--- config.mk ---
export PLATFORM = sky130hd
export DESIGN_NAME = paddle_ctrl
export DESIGN_NICKNAME = d
export VERILOG_FILES = /design/src/rtl/paddle_ctrl.sv
export SDC_FILE = /design/constraint.sdc
export NUM_CORES = 1
export LEC_CHECK = 0
export BUFFER_PORTS_ARGS = -buffer_cell sky130_fd_sc_hd__buf_2
export CAP_MARGIN = 20
export CORE_MARGIN = 2
export CORE_UTILIZATION = 40
export DETAILED_ROUTE_END_ITERATION = 6
export PLACE_DENSITY = 0.65
export SYNTH_ARGS = -nofsm -noshare
export SYNTH_HDL_FRONTEND = slang
export SYNTH_SLANG_ARGS = --single-unit
--- constraint.sdc ---
create_clock -name clk -period 13 [get_ports clk]
set_input_delay 1.3 -clock clk [delete_from_list [all_inputs] [get_ports clk]]
set_output_delay 1.3 -clock clk [all_outputs]
set_load 0.02 [all_outputs]
--- src/rtl/paddle_ctrl.sv ---
// paddle_ctrl: tick-driven paddle position with held-button acceleration, wall clamping and ball-tracking auto mode
module paddle_ctrl #(
  parameter int SCREEN_H    = 480,
  parameter int PADDLE_H    = 80,
  parameter int Y_W         = 10,
  parameter int STEP        = 4,
  parameter int MAX_STEP    = 16,
  parameter int ACCEL_TICKS = 4
) (
  input  logic           clk,
  input  logic           reset,
  input  logic           tick,
  input  logic           user_up,
  input  logic           user_down,
  input  logic           auto_mode,
  input  logic [Y_W-1:0] ball_y,
  output logic [Y_W-1:0] paddle_y,
  output logic           moving,
  output logic           at_top,
  output logic           at_bottom
);
  localparam int HW = $clog2(ACCEL_TICKS + 1);
  localparam logic [Y_W:0] MAX_Y  = (Y_W+1)'(SCREEN_H - PADDLE_H);
  localparam logic [Y_W:0] STEP_W = (Y_W+1)'(STEP);
  localparam logic [Y_W:0] MAX_S  = (Y_W+1)'(MAX_STEP);
  localparam logic [Y_W:0] HALF   = (Y_W+1)'(PADDLE_H / 2);
  localparam logic [HW-1:0] ACC   = HW'(ACCEL_TICKS);
  typedef enum logic [1:0] {IDLE, MOVE_UP, MOVE_DOWN} state_t;
  state_t state_q, state_d;
  logic [Y_W-1:0] y_q, y_d;
  logic [Y_W:0] speed_q, speed_d, y_x, y_n, y_up, y_dn, sum, tgt_raw, tgt, sp_inc;
  logic [HW-1:0] hold_q, hold_d, hc;
  logic moving_q, moving_d, top_q, top_d, bot_q, bot_d;
  logic up_s1_q, up_s2_q, dn_s1_q, dn_s2_q, up, dn, same;
  always_comb begin
    state_d  = state_q;
    speed_d  = speed_q;
    hold_d   = hold_q;
    y_d      = y_q;
    moving_d = moving_q;
    top_d    = top_q;
    bot_d    = bot_q;
    up       = up_s2_q & ~dn_s2_q;
    dn       = dn_s2_q & ~up_s2_q;
    same     = (state_q == MOVE_UP) ? up : (state_q == MOVE_DOWN) ? dn : 1'b0;
    y_x      = {1'b0, y_q};
    y_up     = (y_x < speed_q) ? '0 : y_x - speed_q;
    sum      = y_x + speed_q;
    y_dn     = (sum > MAX_Y) ? MAX_Y : sum;
    tgt_raw  = ({1'b0, ball_y} < HALF) ? '0 : {1'b0, ball_y} - HALF;
    tgt      = (tgt_raw > MAX_Y) ? MAX_Y : tgt_raw;
    sp_inc   = speed_q + STEP_W;
    hc       = hold_q + 1'b1;
    y_n      = y_x;
    if (tick) begin
      if (auto_mode) begin
        state_d = IDLE;
        speed_d = STEP_W;
        hold_d  = '0;
        y_n     = (tgt > y_x) ? ((tgt - y_x <= STEP_W) ? tgt : y_x + STEP_W)
                              : ((y_x - tgt <= STEP_W) ? tgt : y_x - STEP_W);
      end else if (same) begin
        y_n     = (state_q == MOVE_UP) ? y_up : y_dn;
        hold_d  = (hc == ACC) ? '0 : hc;
        speed_d = (hc == ACC) ? ((sp_inc > MAX_S) ? MAX_S : sp_inc) : speed_q;
      end else begin
        state_d = up ? MOVE_UP : dn ? MOVE_DOWN : IDLE;
        speed_d = STEP_W;
        hold_d  = '0;
      end
      y_d      = y_n[Y_W-1:0];
      moving_d = (y_n != y_x);
      top_d    = (y_n == '0);
      bot_d    = (y_n == MAX_Y);
    end
  end
  always_ff @(posedge clk) begin
    if (reset) begin
      state_q  <= IDLE;
      speed_q  <= STEP_W;
      hold_q   <= '0;
      y_q      <= Y_W'(MAX_Y / 2);
      moving_q <= 1'b0;
      top_q    <= 1'b0;
      bot_q    <= 1'b0;
      up_s1_q  <= 1'b0;
      up_s2_q  <= 1'b0;
      dn_s1_q  <= 1'b0;
      dn_s2_q  <= 1'b0;
    end else begin
      state_q  <= state_d;
      speed_q  <= speed_d;
      hold_q   <= hold_d;
      y_q      <= y_d;
      moving_q <= moving_d;
      top_q    <= top_d;
      bot_q    <= bot_d;
      up_s1_q  <= user_up;
      up_s2_q  <= up_s1_q;
      dn_s1_q  <= user_down;
      dn_s2_q  <= dn_s1_q;
    end
  end
  assign paddle_y  = y_q;
  assign moving    = moving_q;
  assign at_top    = top_q;
  assign at_bottom = bot_q;
endmodule
==> summary.md <==
| Metric | Value |
|---|---|
| Number of synthesized register bits | `31` |
| Rows | `39` |
| Register area share after synthesis | `13.09%` |
| Worst Skew | `6.357 ps` |
| Critical Path RT | `13130 ps` |
| Fmax | `0.1493 GHz` |
| Async set or reset register ratio after synthesis | `0%` |
| Antenna-violating nets left | `0` |
| Post-layout min period | `6699 ps` |
| Crit Path Category | `input port to flip-flop` |
| Clock latency at the later pin of the worst-skew pair | `270 ps` |
| CTS tree | `done` |
| Non-Filler Instances | `820` |
| Critical path fanouts, max | `14` |
| Depth of the CTS H-tree | `2` |
| Relative slew slack | `43.19%` |
| Leakage power | `2.061 nW` |
| Syn Inst Count | `668` |
| Worst slew pin tran | `846.4 ps` |
| Total GRT Usage | `24.90%` |
| RSZ-0062 raised after global routing | `false` |
| Synth warnings | `0` |
| Vias in the first global route | `4986` |
| WP data arrival | `6830 ps` |
| Starting Density | `41.18%` |
| DR iter-0 viols | `625` |
| Final Max Slew Viols | `0` |
| Die X | `112.9 um` |
| Fillers | `1200` |
| Vias per inst | `6.485` |
| Diodes inserted | `0` |
| Die H | `112.9 um` |
| I/O pin count | `29` |
| Avg WL per Cell | `19.68 um` |
| CTS root buf | `clkbuf_16` |
| Area Overhead vs Synth | `7.230%` |
| Setup violations, final | `0` |
| Fin crit share | `51.53%` |
| Hold Crit Class | `flip-flop to flip-flop` |
| Clock buffer count from CTS | `5` |
| # hold bufs at CTS | `0` |
| VDD IR max | `130.3 uV` |
| Max_cap viols | `0` |
| Grt total ovfl | `0` |
| First-pass GRT wire length | `25790 um` |
| Synth cell types | `91` |
| Largest net degree at the start of global routing | `31` |
| Final net count | `740` |
| Final Wtd Congestion | `0.9947` |
| Max clock buf depth | `2` |
| Initial antenna violation count | `0` |
| Resized cells post-CTS | `0` |
| Cells after DPL | `814` |
| DP HPWL | `12420 um` |
| Reg clk slew, reported paths | `50 ps` |
| Buffers on Ports | `28` |
| Core area | `11520 um2` |
| Netlist Area Pre-Place | `4742 um2` |
| Fraction of layout cells with a size suffix above 1 | `9.453%` |
| Final Hold Viols | `0` |
| Vias | `5318` |
| Setup TNS | `0 ps` |
| EDFF count, synth | `0` |
| Status | `complete, no violations` |
| DRT Pass-1 Iters | `5` |
| Startpoint types | `input port` |
| Setup Fix Bufs, Post-CTS | `0` |
| Final Power | `405.4 uW` |
| Die area | `12740 um2` |
| DRC violation count after routing | `0` |
| Top_reg_cell synth | `dfxtp_1` |
| Critical path capture point type | `flip-flop` |
| Pwr dens | `79.74 nW/um2` |
| Post-synthesis average cell area | `7.099 um2` |
| CTS sink cnt | `31` |
| Routed Wire Length | `16140 um` |
-- cell type report --
| type | instances | area (um2) | area share [%] |
|---|---|---|---|
| multi-input combinational | 562 | 3821 | 75.15 |
| clock buffer | 6 | 128.9 | 2.534 |
| inverter | 48 | 180.2 | 3.543 |
| tap | 143 | 178.9 | 3.519 |
| sequential | 31 | 620.6 | 12.20 |
| timing repair buffer | 30 | 155.1 | 3.051 |
-- layout by cell type (no fill, tap or decap), types with 7 or more instances in the layout --
cell type  count
a22oi_1        7
o21ai_1        9
a21o_1        13
a211oi_1      17
nand3_1       23
ha_1          46
nor2_1        52
nor4_1        12
or3_1          8
o21ai_0       32
nand2_1       52
nor2b_1       21
dfxtp_1       31
mux2i_1        9
nand4_1        9
a21oi_1       59
a31oi_1       14
nor3_1        20
and3_1        13
buf_2         28
xnor2_1       15
inv_1         45
-- routing by layer --
metal	up-vias	global-route usage, %	part of all wire, %
met4	0	10.00	3.7
li1	2518	-	-
met2	281	40.12	45
met3	54	2.089	8.3
met5	-	0	0
met1	2465	34.52	43
-- where the power goes --
part / total (mW) / leakage, nW / switching, mW / internal, mW
logic: 0.193 / 1.75 / 0.126 / 0.0673
clock network: 0.106 / 0.0628 / 0.0372 / 0.0685
registers: 0.107 / 0.253 / 0.00833 / 0.0982
total: 0.405 / 2.06 / 0.171 / 0.234
-- registers in the layout, indices dropped and copies added, names as in the netlist --
| name | flops |
|---|---|
| at_bottom | 1 |
| at_top | 1 |
| dn_s1_q | 1 |
| dn_s2_q | 1 |
| hold_q | 3 |
| moving | 1 |
| paddle_y | 10 |
| speed_q | 9 |
| state_q | 2 |
| up_s1_q | 1 |
| up_s2_q | 1 |
-- cell families (layout without fill, tap and decap cells) --
family                     after synthesis  after routing  synth area share [%]
and+or+nand+nor                        244            244                 26.70
AOI/OAI and AO/OA                      234            234                 34.70
buffers and inverters                   77             84                 6.491
adders and majority gates               46             46                 12.14
DFF                                     31             31                 13.09
xor gates and xnor gates                21             21                 3.879
muxes                                   13             13                 2.850
other                                    2              4                0.1584
-- per-stage QoR --
stage,area [um2],setup WS [ps],hold WS [ps],utilization [%]
floorplan,4750,6910,413.8,-
global placement,4956,6319,431.7,43.04
detailed placement,4956,6176,440.5,43.04
CTS,5085,6418,450.1,44.15
global route,5085,5898,467.2,44.15
finish,5085,6301,443.0,44.15
-- cells in the mapped netlist, types with 13 or more instances --
cell	number	area share, %
o21ai_0	32	3.4
a211oi_1	17	2.7
a21o_1	13	2.1
nand2_1	52	4.1
a31oi_1	14	1.8
and3_1	13	1.7
dfxtp_1	31	13
nor2_1	52	4.1
a21oi_1	59	6.2
nor2b_1	21	2.8
xnor2_1	15	2.8
ha_1	46	12
clkbuf_1	21	1.7
inv_1	45	3.6
nor3_1	20	2.1
nand3_1	23	2.4
-- critical path, cell delays in order --
cell	delay [ps]
buf_2	130
inv_1	70
ha_1	240
nand2b_1	180
or3_1	310
a21oi_1	210
o311a_1	300
or3b_2	530
inv_1	80
ha_1	420
nand2_1	170
o21ai_1	180
a31oi_2	90
mux2_1	390
a211o_1	320
o21ai_1	360
o311ai_0	280
or2_2	340
or4_1	470
nor4_1	320
a311oi_1	130
-- final timing paths --
| check | start | to | slack [ps] | cells past startpoint |
|---|---|---|---|---|
| min | up_s1_q | up_s2_q | 440 | 1 |
| max | ball_y[3] | moving | 6300 | 21 |
| min reg2reg | up_s1_q | up_s2_q | 440 | 1 |
| max reg2reg | paddle_y[6] | moving | 7880 | 13 |
(Power assumes the default switching activity.)
